### src/rtl/fetch_queue_unit.sv
// Instruction fetch stage: PC register, in-order imem requests, DEPTH-entry PC/instr queue to decode.
// Optional macro FETCH_PERF_EN adds saturating redirect / queue-full cycle counters.
module fetch_queue_unit #(
    parameter int                WIDTH       = 8,
    parameter int                INSTR_WIDTH = 32,
    parameter int                INCREMENT   = 1,
    parameter int                DEPTH       = 4,
    parameter logic [WIDTH-1:0]  RESET_PC    = '0
) (
    input  logic                   clock,
    input  logic                   reset,
    input  logic                   redirect_valid,
    input  logic [WIDTH-1:0]       redirect_pc,
    output logic                   imem_req_valid,
    input  logic                   imem_req_ready,
    output logic [WIDTH-1:0]       imem_req_addr,
    input  logic                   imem_resp_valid,
    input  logic [INSTR_WIDTH-1:0] imem_resp_data,
    output logic                   out_valid,
    input  logic                   out_ready,
    output logic [INSTR_WIDTH-1:0] out_instr,
    output logic [WIDTH-1:0]       out_pc,
    output logic [WIDTH-1:0]       out_pc_next
`ifdef FETCH_PERF_EN
    ,
    output logic [15:0]            perf_redirects,
    output logic [15:0]            perf_full_cycles
`endif
);

    localparam int PW = $clog2(DEPTH);
    localparam int CW = PW + 1;
    localparam int DW = $clog2(2 * DEPTH) + 1;

    typedef enum logic {RUN, DISCARD} state_t;

    state_t                 state, state_next;
    logic [WIDTH-1:0]       pc;
    logic [WIDTH-1:0]       ent_pc    [DEPTH];
    logic [INSTR_WIDTH-1:0] ent_instr [DEPTH];
    logic [DEPTH-1:0]       ent_filled;
    logic [PW-1:0]          head, fill, tail;
    logic [CW-1:0]          count, unfilled;
    logic [DW-1:0]          drop_cnt, drop_next;
    logic                   full, req_fire, resp_fill, pop;

    assign full           = (count == CW'(DEPTH));
    assign imem_req_valid = !reset && !redirect_valid && !full;
    assign imem_req_addr  = pc;
    assign req_fire       = imem_req_valid && imem_req_ready;

    // Responses are dropped while stale ones remain, and ignored if nothing is waiting for one.
    assign resp_fill = imem_resp_valid && !redirect_valid && (drop_cnt == '0) && (unfilled != '0);

    assign out_valid   = ent_filled[head] && !redirect_valid;
    assign out_instr   = out_valid ? ent_instr[head] : '0;
    assign out_pc      = out_valid ? ent_pc[head] : '0;
    assign out_pc_next = out_valid ? ent_pc[head] + WIDTH'(INCREMENT) : '0;
    assign pop         = out_valid && out_ready;

    always_comb begin
        drop_next  = drop_cnt;
        state_next = state;
        if (redirect_valid) begin
            // Every allocated-but-unfilled entry still has a response in flight.
            drop_next = drop_cnt + DW'(unfilled)
                      - DW'(imem_resp_valid && (drop_cnt != '0 || unfilled != '0));
        end else if (imem_resp_valid && drop_cnt != '0) begin
            drop_next = drop_cnt - DW'(1);
        end
        case (state)
            RUN:     if (drop_next != '0) state_next = DISCARD;
            DISCARD: if (drop_next == '0) state_next = RUN;
            default: state_next = RUN;
        endcase
    end

    always_ff @(posedge clock or posedge reset) begin
        if (reset) begin
            state    <= RUN;
            drop_cnt <= '0;
        end else begin
            state    <= state_next;
            drop_cnt <= drop_next;
        end
    end

    always_ff @(posedge clock or posedge reset) begin
        if (reset) begin
            pc         <= RESET_PC;
            head       <= '0;
            fill       <= '0;
            tail       <= '0;
            count      <= '0;
            unfilled   <= '0;
            ent_filled <= '0;
            for (int i = 0; i < DEPTH; i++) begin
                ent_pc[i]    <= '0;
                ent_instr[i] <= '0;
            end
        end else if (redirect_valid) begin
            pc         <= redirect_pc;
            head       <= '0;
            fill       <= '0;
            tail       <= '0;
            count      <= '0;
            unfilled   <= '0;
            ent_filled <= '0;
        end else begin
            // Alloc, fill and pop always touch distinct slots when they coincide.
            if (req_fire) begin
                ent_pc[tail]     <= pc;
                ent_filled[tail] <= 1'b0;
                tail             <= tail + PW'(1);
                pc               <= pc + WIDTH'(INCREMENT);
            end
            if (resp_fill) begin
                ent_instr[fill]  <= imem_resp_data;
                ent_filled[fill] <= 1'b1;
                fill             <= fill + PW'(1);
            end
            if (pop) begin
                ent_filled[head] <= 1'b0;
                head             <= head + PW'(1);
            end
            count    <= count + CW'(req_fire) - CW'(pop);
            unfilled <= unfilled + CW'(req_fire) - CW'(resp_fill);
        end
    end

`ifdef FETCH_PERF_EN
    always_ff @(posedge clock or posedge reset) begin
        if (reset) begin
            perf_redirects   <= '0;
            perf_full_cycles <= '0;
        end else begin
            if (redirect_valid && perf_redirects != 16'hFFFF)
                perf_redirects <= perf_redirects + 16'd1;
            if (full && perf_full_cycles != 16'hFFFF)
                perf_full_cycles <= perf_full_cycles + 16'd1;
        end
    end
`else
    // Performance counters are not built in this configuration.
`endif

endmodule

### config.mk
export PLATFORM = sky130hd
export DESIGN_NAME = fetch_queue_unit
export DESIGN_NICKNAME = d
export VERILOG_FILES = /design/src/rtl/fetch_queue_unit.sv
export SDC_FILE = /design/constraint.sdc
export NUM_CORES = 1
export LEC_CHECK = 0
export ABC_AREA = 1
export ABC_CLOCK_PERIOD_IN_PS = 13650
export CAP_MARGIN = 20
export CORE_MARGIN = 2
export CORE_UTILIZATION = 40
export CTS_CLUSTER_SIZE = 28
export DETAILED_ROUTE_END_ITERATION = 10
export PLACE_DENSITY = 0.63
export REMOVE_ABC_BUFFERS = 1
export SYNTH_ARGS = -nofsm -noshare
export SYNTH_HDL_FRONTEND = slang
export SYNTH_SLANG_ARGS = --single-unit
### constraint.sdc
create_clock -name clock -period 13.65 [get_ports clock]
set_input_delay 1.365 -clock clock [delete_from_list [all_inputs] [get_ports clock]]
set_output_delay 1.365 -clock clock [all_outputs]
set_load 0.03 [all_outputs]
==> run metrics <==
Synth top area share=50.2%; crit-path max cell delay=1100 ps; core area=approximately 23000 sq um; DP HPWL=around 14000 um; Async SR Flop Fraction=100%; share of layout cells above drive strength 1=5.84%; Post-synth top flop=dfrtp_1; pin count of the biggest net entering global routing=slightly below 90; Pwr Total=approximately 1.4 mW; Distinct cells, synth=30; Hold Crit Depth=2; first-pass GRT wire length=between 30000 and 40000 um; Fin Hold WS=about 480 ps; part of the cycle the worst path needs=about two fifths; DRT Pass-1 Iters=5; DR DRC count=0; Layout fillers=between 2k and 2.5k; startpoint types=input pin; CTS Hold Bufs=0; Total Die Area=about 25000 sq um; IO Pins=approximately 100; Least-Margin Pin Slew=~1000 ps; final critical-path required period=roughly 5600 ps; total gr overflow=0; row count=56; Seq cells post-synth=roughly 190; n_diodes=0; Power Dens Cells=between 100 and 150 nW/um^2; hold crit path type=register to register; CP most frequent cell=clkdlybuf4s50_1; CTS tree=done; final clock skew=roughly 11 ps; Seq/Total Area, Yosys=about 50%; worst-skew pair later-pin latency=approximately 430 ps; number of synthesized flops with an enable pin=0; remaining antenna violation count after routing=0; total clock sinks=188; CP Data Required Time=12280 ps; number of global-route vias before repair=6979; crit path max fanout=41; CP Cell Sequence=clkdlybuf4s50_1 > inv_2 > nand2_2 > buf_4 > a21oi_1 > clkdlybuf4s50_1; Worst path slowest cell=clkdlybuf4s50_1; Crit Reg-Reg Startpoint=head[0]; Crit path max-delay family=buffers and inverters; max-slew violations=0; RR Endpoint=count[2]; Worst Path Arrival=roughly 4300 ps; Final Hold Vio Count=0; final setup margin=8000 ps; final setup vio count=0; outcome=finished, final reports clean; clk slew on worst S/H paths=70 ps; clk root buf=clkbuf_16; via/cell ratio=between 4 and 5; DP Worst Slack=7980 ps; top cells by area, synth=dfrtp_1, o21ai_0, nand2_1, nor2_1, inv_1; R2R Setup Slk=approximately 10000 ps; Slew Limit Headroom=between 30% and 40%; routed wire length=between 20000 and 25000 um; cell area after synthesis=between 9000 and 10000 sq um; GP Congestion=approximately 0.83; setup TNS=0 ps; All-Layer GR Usage=a little under a fifth; Register-to-Register Path Depth=14; Synth warnings=0; max frequency=0.177 GHz; Setup CP Type=input pin to output port; drt first-iter violations=roughly 540; initial antenna violation count=1; total number of vias=7636; Starting Density=40.3%; Die Wd=157 um; DIE HEIGHT=157 um; unrepaired setup endpoints after global routing=false; Leakage Power=5.05 nW; crit end category=output port; Num CTS Buffers=17; H-Tree Depth=4; # Max-Cap Violations=0; dpl cells=about 1.5k; # port buffers=just over 100; Finished Layout Cells=1551; most frequent cells after synthesis=nand2_1, o21ai_0, dfrtp_1, nor2_1, inv_1; post-CTS resize count=0; # Post-CTS Setup Buffers=0; worst-case hold path end point=ent_instr[77]; Layout area overhead=18.0%; Gate Count Post-Synth=between 1k and 1.5k; cell with the most instances after synthesis=nand2_1; drt wl/cell=14.3 um; cell taking the most area after synthesis=dfrtp_1; fin nets=1294; Longest Clk Path Bufs=2; Bufs and invs on worst path=4; Max VDD drop=between 70 and 80 uV; Hold Crit Start=ent_instr[77]; Mean Syn Cell Area=between 8 and 9 sq um
[worst reg2reg max path: cells and delay by family (launching register included)]
family,cells,cell delay (ps)
compound gates,1,130
buf+inv,4,1330
xor+xnor,1,170
flops,1,360
simple gates,5,630
fa+ha+maj,3,800
[report_power, final]
part	total [mW]	internal [mW]	switching, mW	leakage [nW]
Sequential	0.651	0.618	0.0332	2.54
Clock	0.466	0.241	0.225	0.270
Combinational	0.266	0.105	0.160	2.23
Total	1.38	0.964	0.418	5.05
[worst max-delay path by stage]
stage | start | endpoint | depth (start not counted)
floorplan | reset | unfilled[2] | 9
global placement | redirect_valid | out_pc_next[3] | 6
detailed placement | redirect_valid | out_instr[11] | 6
CTS | redirect_valid | out_instr[18] | 6
global route | redirect_valid | out_instr[16] | 6
finish | redirect_valid | out_instr[11] | 6
[final cells by class]
cell class / instances / area (sq um) / share of cell area, %
Multi-Input combinational cell: 798 / 3900 / 35.3
Timing Repair Buffer: 114 / 1130 / 10.2
Sequential cell: 188 / 4710 / 42.6
Inverter: 100 / 380 / 3.44
Clock buffer: 18 / 439 / 3.97
Clock inverter: 14 / 108 / 0.973
Tap cell: 319 / 399 / 3.61
[state kept, by name, indices dropped and copies added (netlist names), 3 cells and up]
register and flops:
unfilled 3, ent_filled 4, drop_cnt 4, ent_pc 32, imem_req_addr 8, ent_instr 128
count 3
[layout by cell type, fill, tap and decap left out, types with 8 or more instances in the layout]
cell type / count
clkdlybuf4s50_1: 103
buf_4: 10
inv_1: 90
dfrtp_1: 187
nor2_1: 156
inv_2: 8
nand3_1: 23
nand2_2: 9
clkbuf_16: 17
o21ai_1: 29
a21oi_1: 42
nand2_1: 252
ha_1: 26
o21ai_0: 219
[through the flow]
| step | util, % | instance area (sq um) |
|---|---|---|
| 2_1_floorplan | - | 8980 |
| 3_3_place_gp | 45.1 | 10500 |
| 3_5_place_dp | 45.1 | 10500 |
| 4_1_cts | 47.4 | 11000 |
| 5_1_grt | 47.5 | 11100 |
| 6_report | 47.5 | 11100 |
[logic make-up (layout without fill, tap and decap cells)]
logic type	after synthesis	in the layout	share of synthesized area (%)
flip-flops	188	188	50.2
XOR/XNOR	12	12	1.12
buffers and inverters	165	246	8.21
AND/OR/NAND/NOR	456	456	19.9
adder cells (fa/ha/maj)	29	29	4.11
AO/OA/AOI/OAI	301	301	16.4
[layer usage]
| layer | GRT usage (%) | up-vias | wire [um] |
|---|---|---|---|
| met1 | 25.9 | 3617 | 10500 |
| li1 | - | 3828 | - |
| met5 | 0 | - | 12 |
| met3 | 3.19 | 25 | 879 |
| met4 | 5.67 | 2 | 303 |
| met2 | 30.6 | 164 | 10400 |
Note: power is estimated with default switching activity, not from simulation.
